[src/rtl/t7447_decode.sv]
// Two-digit active-low seven-segment to BCD decoder with settle filter.
// Optional macro T7447_TAIL_EN: also accept the tailed 6 (acdefg) and 9 (abcdfg) glyphs.
module t7447_decode #(
   parameter int unsigned STABLE_CYCLES = 4
) (
   input  logic        clk,
   input  logic        rst,
   input  logic [14:1] seg,
   output logic [7:0]  bcd,
   output logic [1:0]  blank,
   output logic        valid,
   output logic        err
);

   localparam int unsigned CW = $clog2(STABLE_CYCLES + 1);
   localparam logic [CW-1:0] LAST = CW'(STABLE_CYCLES - 1);

   typedef enum logic [1:0] {IDLE, SETTLE, LOCKED} state_t;

   state_t        state;
   logic [14:1]   held;
   logic [CW-1:0] cnt;

   // Returns {illegal, value}; pattern bit 0 is segment a, bit 6 is g, 0 = lit.
   function automatic logic [4:0] dec(input logic [6:0] p);
      logic [4:0] r;
      case (p)
         7'b1000000: r = 5'h00;
         7'b1111001: r = 5'h01;
         7'b0100100: r = 5'h02;
         7'b0110000: r = 5'h03;
         7'b0011001: r = 5'h04;
         7'b0010010: r = 5'h05;
         7'b0000011: r = 5'h06;
         7'b1111000: r = 5'h07;
         7'b0000000: r = 5'h08;
         7'b0011000: r = 5'h09;
         7'b1111111: r = 5'h0F;
`ifdef T7447_TAIL_EN
         7'b0000010: r = 5'h06;
         7'b0010000: r = 5'h09;
`endif
         default:    r = 5'h1F;
      endcase
      return r;
   endfunction

   logic [4:0] dec_hi, dec_lo;

   always_comb begin
      dec_hi = dec(held[14:8]);
      dec_lo = dec(held[7:1]);
   end

   always_ff @(posedge clk) begin
      if (!rst) begin
         bcd   <= 8'h00;
         blank <= 2'b00;
         valid <= 1'b0;
         err   <= 1'b0;
         held  <= '1;
         cnt   <= '0;
         state <= IDLE;
      end else begin
         valid <= 1'b0;
         err   <= 1'b0;
         if (seg != held) begin
            held  <= seg;
            cnt   <= '0;
            state <= SETTLE;
         end else begin
            case (state)
               // IDLE behaves as SETTLE on the all-ones pattern loaded at reset.
               IDLE, SETTLE: begin
                  if (cnt == LAST) begin
                     state <= LOCKED;
                     if (dec_hi[4] || dec_lo[4]) begin
                        err <= 1'b1;
                     end else begin
                        bcd   <= {dec_hi[3:0], dec_lo[3:0]};
                        blank <= {held[14:8] == 7'h7F, held[7:1] == 7'h7F};
                        valid <= 1'b1;
                     end
                  end else begin
                     cnt <= cnt + CW'(1);
                  end
               end
               default: ;
            endcase
         end
      end
   end

endmodule
[config.mk]
export PLATFORM = sky130hd
export DESIGN_NAME = t7447_decode
export DESIGN_NICKNAME = d
export VERILOG_FILES = /design/src/rtl/t7447_decode.sv
export SDC_FILE = /design/constraint.sdc
export NUM_CORES = 1
export LEC_CHECK = 0
export ABC_AREA = 1
export CORE_UTILIZATION = 40
export CTS_CLUSTER_SIZE = 40
export DETAILED_ROUTE_END_ITERATION = 12
export PLACE_DENSITY = 0.61
export SETUP_SLACK_MARGIN = 0.05
export SYNTH_ARGS = -nofsm -noshare
export SYNTH_HDL_FRONTEND = slang
export SYNTH_SLANG_ARGS = --single-unit
[constraint.sdc]
create_clock -name clk -period 3.3 [get_ports clk]
set_input_delay 0.825 -clock clk [delete_from_list [all_inputs] [get_ports clk]]
set_output_delay 0.825 -clock clk [all_outputs]
set_load 0.05 [all_outputs]
==> metrics.csv, run 1 <==
stage,metric,value,unit
status,status,completed,
grt,vias in the first global route,1487,
detailed_routing,via count,1682,
timing,clock period minus worst slack,2246,ps
synth,register area share after synthesis,33.73,%
critical_path,worst-path cell chain,clkdlybuf4s50_1,
critical_path,Worst R2R Setup Slack,1410,ps
critical_path,CP bufs+invs,1,
timing,# setup viols final,0,
pwr,power per cell area,382.4,nW/µm²
min_path,Hold WC Path Type,register to register,
clock_tree,Worst-Skew Late Latency,280,ps
synth,synth top area cells,"dfxtp_1 (34%), nand2_1 (24%), nor2_1 (13%), inv_1 (6.5%), nand4_1 (3.5%)",
grt,GR Util All Layers,18.18,%
job,Maximum Capacitance Violations,0,
synth,"flops & latches, synth",30,
synth,Yosys top cell area share,33.73,%
clock_tree,CTS Buf Count,5,
synth,cell count after synthesis,299,
finish,Layout area overhead,23.75,%
clock_tree,clock-pin transition on the worst setup and hold timing paths,60,ps
timing,final hold violations,0,
critical_path,"CP delay by family, top",buffers and inverters,
clock_tree,clock tree sinks,30,
floorplanning,Core ar.,4144,µm²
clock_tree,post-CTS sizing,0,
critical_path,Startpoint Class,register,
clock_tree,CTS Buffer Depth,2,
clock_tree,Post-CTS Setup Bufs,0,
clock_tree,H-tree levels,2,
floorplanning,num ports,28,
grt,global-route wire length before repair,6292,µm
grt,initial antenna violation count,0,
floorplanning,Initial Utilization,42.96,%
placed_design,HPWL reported at the end of detailed placement,2816,µm
synth,Async SR Flop Fraction,0,%
detailed_routing,average routed wire per standard cell,9.479,µm
detailed_routing,WL final,3602,µm
timing,Rel. slew slack,66.81,%
critical_path,Critical Path Stages,1,
placed_design,# port buffers,27,
pwr,peak supply drop,0.0002102,V
synth,number of synthesized flops with an enable pin,0,
finish,"Net count, final",347,
timing,Fmax,0.4452,GHz
critical_path,crit end category,output pin,
critical_path,Worst path max stage delay,800,ps
timing,Min Hold Slack,480.7,ps
grt,grt ovf,0,
synth,largest area contributor in the netlist,dfxtp_1,
critical_path,Critical Path Slowest Stage Cell,clkdlybuf4s50_1,
timing,setup TNS,0,ps
timing,Setup WS post-layout,1054,ps
synth,synthesized area,1780,µm²
floorplanning,die area,4722,µm²
critical_path,WS Path Type,register to output pin,
timing,clock skew,4.560,ps
synth,top-count cell post-synth,nand2_1,
synth,Main synth FF type,dfxtp_1,
timing,worst-margin pin slew,496.3,ps
critical_path,"Arr. time, crit path",1420,ps
floorplanning,die height,68.72,µm
detailed_routing,DRC Markers,0,
floorplanning,die width,68.72,µm
synth,yosys warns,0,
clock_tree,Root Driver,clkbuf_8,
detailed_routing,vias per cell,4.426,
timing,part of the cycle the worst path needs,68.07,%
critical_path,Worst EP required,2470,ps
placed_design,Placer Congestion,0.8135,
critical_path,FF-to-FF path depth,9,
timing,Slew Limit Fails,0,
clock_tree,CTS tree,done,
detailed_routing,First-pass DRT Iterations,4,
placed_design,DP Worst Slack,740.0,ps
grt,pin count of the biggest net entering global routing,16,
finish,n_diodes,0,
clock_tree,hold buffers post-CTS,0,
finish,layout cells sized above 1,9.091,%
synth,"Distinct cells, synth",24,
synth,syn avg cell area,5.955,µm²
synth,"Net Count, Synth",317,
critical_path,Crit Path Max Fanout,2,
pwr,leakage power,1.188,nW
detailed_routing,post-route ant nets,0,
synth,commonest cells in the netlist,"nand2_1 (115), nor2_1 (62), inv_1 (31)",
timing,RSZ-0062 raised after global routing,false,
detailed_routing,DR iter-0 viols,54,
min_path,Hold Path Depth,2,
floorplanning,number of core rows,23,
-- routing by layer --
metal | part of all wire (%) | routed length, µm | global-route usage (%) | vias to the layer above
li1 | - | - | - | 968
met1 | 55 | 1969 | 24.78 | 685
met2 | 40 | 1453 | 26.84 | 23
met3 | 3.4 | 122 | 4.934 | 6
met4 | 1.5 | 55 | 7.398 | 0
met5 | 0 | 0 | 0 | -
-- final cells by class --
class / count / area (µm²)
clock inverter: 3 / 40.04
timing repair buffer: 28 / 277.8
tap: 50 / 62.56
fill: 465 / 1941
clock buffer: 5 / 68.82
multi-input combinational: 227 / 1013
sequential: 30 / 600.6
inverter: 37 / 140.1
-- path summary, 6_finish.rpt --
kind                         from                     to
max           bcd[7]$_SDFFE_PN0P_                 bcd[7]
min           bcd[0]$_SDFFE_PN0P_    bcd[0]$_SDFFE_PN0P_
max reg2reg  held[5]$_SDFFE_PN1P_  blank[1]$_SDFFE_PN0P_
min reg2reg   bcd[0]$_SDFFE_PN0P_    bcd[0]$_SDFFE_PN0P_
-- power by group --
part	switching, mW	internal, mW
combinational	0.0573	0.0406
sequential	0.0117	0.371
clock	0.140	0.222
-- stage by stage --
stage	power, mW	cell area (µm²)	instances	utilization (%)
6_report	0.8425	2203	380	53.17
5_1_grt	0.8929	2203	380	53.17
4_1_cts	0.8522	2203	380	53.17
3_5_place_dp	0.4889	2095	372	50.54
3_3_place_gp	0.4889	2095	372	50.54
2_1_floorplan	0.4571	1780	299	-
-- registers in the layout, indices dropped and copies added (netlist names) --
name / cells
held: 14
bcd: 8
cnt: 3
blank: 2
err: 1
state: 1
valid: 1
-- cells in the final DEF, fill, tap and decap left out --
master / count
dfxtp_1: 30
o211a_1: 1
clkinv_2: 3
ha_1: 2
nand4_1: 10
nand3_2: 2
bufinv_16: 1
nand3_1: 9
nor2_4: 1
buf_4: 1
nor2_2: 6
nor2_8: 1
nor2_1: 62
nand2_4: 2
clkdlybuf4s50_1: 27
clkbuf_8: 5
mux2_2: 1
nand2_2: 2
nand2_1: 115
nand3b_1: 1
a21oi_1: 3
inv_2: 5
nor3_1: 7
inv_1: 31
o21ai_0: 1
xnor2_1: 1
-- cells by family after synthesis --
| kind of cell | count (synthesis) | share of synthesized area (%) |
|---|---|---|
| simple gates | 218 | 52.70 |
| fa+ha+maj | 2 | 1.405 |
| buf+inv | 42 | 9.346 |
| xor+xnor | 1 | 0.4920 |
| mux | 1 | 0.6324 |
| flops | 30 | 33.73 |
| compound gates | 5 | 1.686 |
Power figures use the tool's default switching activity.
==> run 2: changes to the inputs <==
==> constraint.sdc (replaced) <==
create_clock -name clk -period 2.1 [get_ports clk]
set_input_delay 0.525 -clock clk [delete_from_list [all_inputs] [get_ports clk]]
set_output_delay 0.525 -clock clk [all_outputs]
set_load 0.05 [all_outputs]
==> run 2 against run 1 <==
Core utilization grew 1.4 points. Setup slack got worse by 880 ps. Clock power rose by 31%. Wire length decreased by 1.1%. Sequential cell count is the same. Sequential share of layout area down 0.68 points. Power is 47% higher. Combinational power is 65% higher. Sequential power grew 57%.
==> metrics.csv, run 2 (same netlist as run 1, synthesis figures left out) <==
stage,metric,value,unit,change
grt,pin count of the biggest net entering global routing,15,,-1
timing,part of the cycle the worst path needs,91.92,%,
floorplanning,num ports,28,,unchanged
detailed_routing,vias per cell,4.474,,+1.1%
floorplanning,number of core rows,23,,unchanged
finish,final-layout fill cell count,437,,-6.0%
pwr,power per cell area,548.1,nW/µm²,+43%
timing,worst-margin pin slew,495.8,ps,-0.5231 ps
placed_design,HPWL reported at the end of detailed placement,2828,µm,+0.43%
critical_path,Startpoint Class,register,,
pwr,total chip power,1.239,mW,+47%
grt,vias in the first global route,1460,,-1.8%
floorplanning,die height,68.72,µm,unchanged
timing,setup TNS,0,ps,unchanged
timing,Slew Limit Fails,0,,unchanged
critical_path,CP bufs+invs,1,,unchanged
detailed_routing,DR iter-0 viols,58,,+7.4%
status,status,completed,,
pwr,leakage power,1.219,nW,+2.7%
clock_tree,post-CTS sizing,0,,unchanged
grt,GR Util All Layers,17.07,%,-1.1 points
finish,"Net count, final",355,,+2.3%
floorplanning,die area,4722,µm²,unchanged
timing,clock period minus worst slack,1930,ps,
finish,layout cells sized above 1,12.13,%,+3.0 points
detailed_routing,post-route ant nets,0,,unchanged
critical_path,worst-path cell chain,clkdlybuf4s50_1,,
clock_tree,clock tree sinks,30,,unchanged
pwr,peak supply drop,0.0003604,V,+71%
clock_tree,CTS Buf Count,5,,unchanged
timing,Fmax,0.5180,GHz,
timing,clock skew,5.658,ps,+1.097 ps
critical_path,"Arr. time, crit path",1410,ps,about the same
min_path,Hold WC Path Type,register to register,,
critical_path,Worst path max stage delay,800,ps,about the same
grt,global-route wire length before repair,5982,µm,-4.9%
clock_tree,H-tree levels,2,,unchanged
detailed_routing,DRC Markers,0,,unchanged
finish,post-layout util,54.53,%,+1.4 points
critical_path,crit end category,output pin,,
detailed_routing,First-pass DRT Iterations,4,,unchanged
timing,# setup viols final,0,,unchanged
finish,n_diodes,0,,unchanged
clock_tree,CTS Buffer Depth,2,,unchanged
critical_path,"CP delay by family, top",buffers and inverters,,
clock_tree,Post-CTS Setup Bufs,0,,unchanged
detailed_routing,average routed wire per standard cell,9.178,µm,-3.2%
placed_design,Placer Congestion,0.8105,,-0.37%
job,Maximum Capacitance Violations,0,,unchanged
clock_tree,hold buffers post-CTS,0,,unchanged
detailed_routing,via count,1736,,+3.2%
critical_path,Critical Path Slowest Stage Cell,clkdlybuf4s50_1,,
timing,Rel. slew slack,66.84,%,about the same
detailed_routing,WL final,3561,µm,-1.1%
grt,initial antenna violation count,0,,unchanged
floorplanning,Core ar.,4144,µm²,unchanged
floorplanning,die width,68.72,µm,unchanged
finish,"most common cell after layout, fill and taps aside",nand2_1,,
critical_path,Worst EP required,1570,ps,-900 ps
clock_tree,CTS tree,done,,
clock_tree,Worst-Skew Late Latency,280,ps,about the same
finish,max reg flops,14,,unchanged
finish,Largest regs,"held x14, bcd x8, cnt x3",,
finish,Layout area overhead,26.92,%,
clock_tree,clock-pin transition on the worst setup and hold timing paths,60,ps,about the same
timing,Min Hold Slack,481.6,ps,+0.9360 ps
timing,RSZ-0062 raised after global routing,false,,
finish,most frequent cells in the layout,"nand2_1 (115), nor2_1 (60), inv_1 (31)",,
finish,Largest Register,held,,
critical_path,Crit Path Max Fanout,2,,unchanged
floorplanning,Initial Utilization,42.96,%,unchanged
critical_path,WS Path Type,register to output pin,,
clock_tree,Root Driver,clkbuf_8,,
grt,grt ovf,0,,unchanged
timing,final hold violations,0,,unchanged
placed_design,# port buffers,27,,unchanged
run 2: metal layers:
layer / part of all wire, % / vias up / routed length [µm] / global-route usage (%)
met5: 0 / - / 0 / 0
met4: 1.7 / 0 / 59 / 6.888
met3: 3.7 / 7 / 130 / 4.441
met2: 42 / 30 / 1500 / 26.35
met1: 53 / 714 / 1870 / 22.48
li1: - / 985 / - / -
run 2: layout make-up:
type | instances | area, µm² | area share (%)
Clock buffer | 7 | 86.33 | 3.821
Tap cell | 50 | 62.56 | 2.769
Clock inverter | 1 | 5.005 | 0.2215
Sequential cell | 30 | 600.6 | 26.58
Multi-Input combinational cell | 228 | 1035 | 45.79
Inverter | 37 | 140.1 | 6.202
Timing Repair Buffer | 35 | 330.3 | 14.62
run 2: path summary, 6_finish.rpt:
path / from / end / slack [ps] / cells past startpoint
setup reg to reg: held[13]$_SDFFE_PN1P_ / bcd[7]$_SDFFE_PN0P_ / 430 / 10
hold / removal: bcd[0]$_SDFFE_PN0P_ / bcd[0]$_SDFFE_PN0P_ / 480 / 2
hold reg to reg: bcd[0]$_SDFFE_PN0P_ / bcd[0]$_SDFFE_PN0P_ / 480 / 2
setup / recovery: bcd[2]$_SDFFE_PN0P_ / bcd[2] / 170 / 1
run 2: report_power, final:
group	switching, mW	total, mW	internal, mW
combinational	0.0915	0.162	0.0702
clock	0.210	0.474	0.264
sequential	0.0192	0.603	0.584
total	0.321	1.24	0.918
run 2: per-stage QoR:
stage | setup slack, ps | instance area (µm²) | std cells
6_report | 169.7 | 2260 | 388
5_1_grt | 51.74 | 2260 | 388
4_1_cts | 127.1 | 2238 | 387
3_5_place_dp | -165.8 | 2147 | 379
3_3_place_gp | -163.3 | 2147 | 379
2_1_floorplan | 594.0 | 1780 | 299
==> variant 1 (settings of run 2) <==
Set the parameter `STABLE_CYCLES` to 2 (it was 4).
--- a/src/rtl/t7447_decode.sv
+++ b/src/rtl/t7447_decode.sv
@@ -1,7 +1,7 @@
 // Two-digit active-low seven-segment to BCD decoder with settle filter.
 // Optional macro T7447_TAIL_EN: also accept the tailed 6 (acdefg) and 9 (abcdfg) glyphs.
 module t7447_decode #(
-   parameter int unsigned STABLE_CYCLES = 4
+   parameter int unsigned STABLE_CYCLES = 2
 ) (
    input  logic        clk,
    input  logic        rst,
Function: changed (Yosys sat finds a counterexample within 4 cycles, from zero or initial values and one cycle with rst low).
==> variant 1 against run 2 <==
  * Die area is 2.2% higher
  * Wire length up 6.5%
  * Area after synthesis is 2.2% higher
  * Sequential cell count shrank 1
  * Global-route usage rose by 0.29 points
  * Critical endpoint is now blank[1]
  * Design area increased by 0.50%
  * Setup slack lost 27 ps
  * Power is 2.6% lower
  * Count of clock-buffer cells in the layout fell by 1
  * Sequential share of layout area fell by 1.0 points
  * Clock power shrank 5.7%
  * Clock skew rose by 2.4 ps
==> variant 1: results <==
[status]
status = completed

[worst_setup_path]
worstSetupStartpoint = blank[1]
r2r.worst_path.cells = 11
endpoint = blank[1]
rrSetupSlack_ps = 310

[global_route]
grt_pass1_wl_um = 6706
grt_use_total_pct = 17.35
use_met1_pct = 19.93
grt_use_met3_pct = 4.506
grt_util_met2_pct = 30.53
grt_max_degree = 14

[layout]
clock_buffers = 6
multiInputGateArea_um2 = 1054
layout.nonclk_buf_share_pct = 14.88
top_regs = held (14), bcd (8)
fillCellCount = 444
multi_input_cells = 231
n_all_buffers = 36
seq_cells = 29

[route]
first_iter_violations = 101
vias = 1843
wl_met3_um = 146
wl_met1_um = 1739

[synthesis]
synth.mux.area_fraction_pct = 0.6186
syn_nets = 321
synth_xor_area_share_pct = 0.4811
synth_adder_area_share_pct = 0.6873
ys_seq_area_share_pct = 31.89

[power_and_ir_drop]
p_switching_mw = 0.3376
clockPowerShare_pct = 37.1
combPwrFrac_pct = 14.3

[placement]
dp_hpwl_um = 2970

[timing]
hold_ws_ps = 481.8
fin_worst_skew_ps = 8.013

[hold_path]
hp-start = bcd[4]
min_delay_worst_endpoint = bcd[4]
variant 1: changes by cell type after synthesis, moves of 2 or more:
cell,change
nand3_1,+5
inv_2,+4
inv_1,-3
nand2_1,-3
buf_6,+2
nand2_4,+2
nor2_4,+2
variant 1: cells by family (layout without fill, tap and decap cells):
family	count (synthesis)	count (layout)
AO/OA/AOI/OAI	4	4
XOR/XNOR	1	1
adder cells (fa/ha/maj)	1	1
buffers and inverters	45	83
flip-flops	29	29
multiplexers	1	1
AND/OR/NAND/NOR	223	224
variant 1: per-stage QoR:
step	util (%)	worst slack, ps	power [mW]	area, µm²	std cells
floorplan	-	603.1	0.7132	1821	304
finish	52.16	142.8	1.206	2271	395
CTS	52.01	127.2	1.227	2265	394
global placement	50.11	-60.56	0.7715	2182	386
detailed placement	50.11	-65.25	0.7716	2182	386
global route	52.16	59.67	1.278	2271	395
==> variant 2 (settings of run 2) <==
Without the edit above. Encoding of `state_t`: now one-hot (3 bits for 3 states).
--- a/src/rtl/t7447_decode.sv
+++ b/src/rtl/t7447_decode.sv
@@ -15,7 +15,7 @@
    localparam int unsigned CW = $clog2(STABLE_CYCLES + 1);
    localparam logic [CW-1:0] LAST = CW'(STABLE_CYCLES - 1);
 
-   typedef enum logic [1:0] {IDLE, SETTLE, LOCKED} state_t;
+   typedef enum logic [2:0] {IDLE = 3'b001, SETTLE = 3'b010, LOCKED = 3'b100} state_t;
 
    state_t        state;
    logic [14:1]   held;
Function: same outputs for any inputs over 10 cycles, from zero or initial values and one cycle with rst low; not proved beyond that.
==> variant 2 against run 2 <==
  * Sequential cell count is 2 higher
  * Area after synthesis increased by 5.1%
  * Design area rose by 6.4%
  * First-iteration DRC count rose by 8.6%
  * Power grew 19%
  * Count of clock-buffer cells in the layout unchanged
  * Setup slack worse by 13 ps
  * Wire length increased by 8.9%
  * Critical endpoint is now bcd[4]
==> variant 2: results <==
[layout]
multi_input_cells = 237
n_all_buffers = 37
inverters = 41
layout.nonclk_buf_share_pct = 14.88
nets = 372
register_area_um2 = 640.6
multi_input_area_share_pct = 44.12
drive_gt1_share_pct = 10.42

[global_route]
grt_util_met2_pct = 28.25
grt_pass1_wl_um = 7010
grt_pass1_vias = 1724
use_met1_pct = 22.11
grt_use_met3_pct = 3.175

[route]
drt-wirelength-per-cell_um = 9.528
wl_met3_um = 102
wl_met1_um = 2049
via_per_inst = 4.604
first_iter_violations = 63

[synthesis]
synth_xor_area_share_pct = 0.4679
synth.mux.area_fraction_pct = 0
ys_seq_area_share_pct = 34.22
synthTopCellsByCount = 126 x nand2_1, 58 x nor2_1, 35 x inv_1

[worst_setup_path]
r2r-end = bcd[3]
endpoint = bcd[4]
worstSetupStartpoint = bcd[4]
rrSetupSlack_ps = 340

[hold_path]
min_delay_worst_endpoint = cnt[2]
hp-start = cnt[2]

[timing]
final.period_utilization_pct = 92.55
fin_worst_skew_ps = 10.37
hold_ws_ps = 462.5
relSlewSlack_pct = 66.86

[power_and_ir_drop]
ir_drop_mv = 0.2893
power.leakage_nw = 1.304

[placement]
gp_congestion = 0.8861

[clock_network]
numClockSinks = 32

[status]
status = completed
==> variant 2: cell types whose count changed after synthesis, sizes merged, moves of 2 or more <==
cell | before | now
dfxtp | 30 | 32
clkbuf | 3 | 1
a21oi | 3 | 5
nor3 | 7 | 9
o211ai | 0 | 2
nor2 | 70 | 63
nand2 | 119 | 129
inv | 36 | 41
==> variant 2: where the power goes <==
part	switching, mW	internal (mW)
combinational	0.0974	0.0757
clock	0.238	0.419
sequential	0.0217	0.623
==> variant 2: per-stage QoR <==
stage / power [mW] / utilization (%) / setup TNS (ps) / std cells / cell area (µm²)
6_report: 1.475 / 54.48 / 0 / 407 / 2405
5_1_grt: 1.545 / 54.48 / 0 / 407 / 2405
4_1_cts: 1.498 / 54.02 / 0 / 406 / 2385
3_5_place_dp: 0.8319 / 51.16 / -707.0 / 398 / 2258
3_3_place_gp: 0.8308 / 51.16 / -731.3 / 398 / 2258
2_1_floorplan: 0.7664 / - / 0 / 314 / 1872
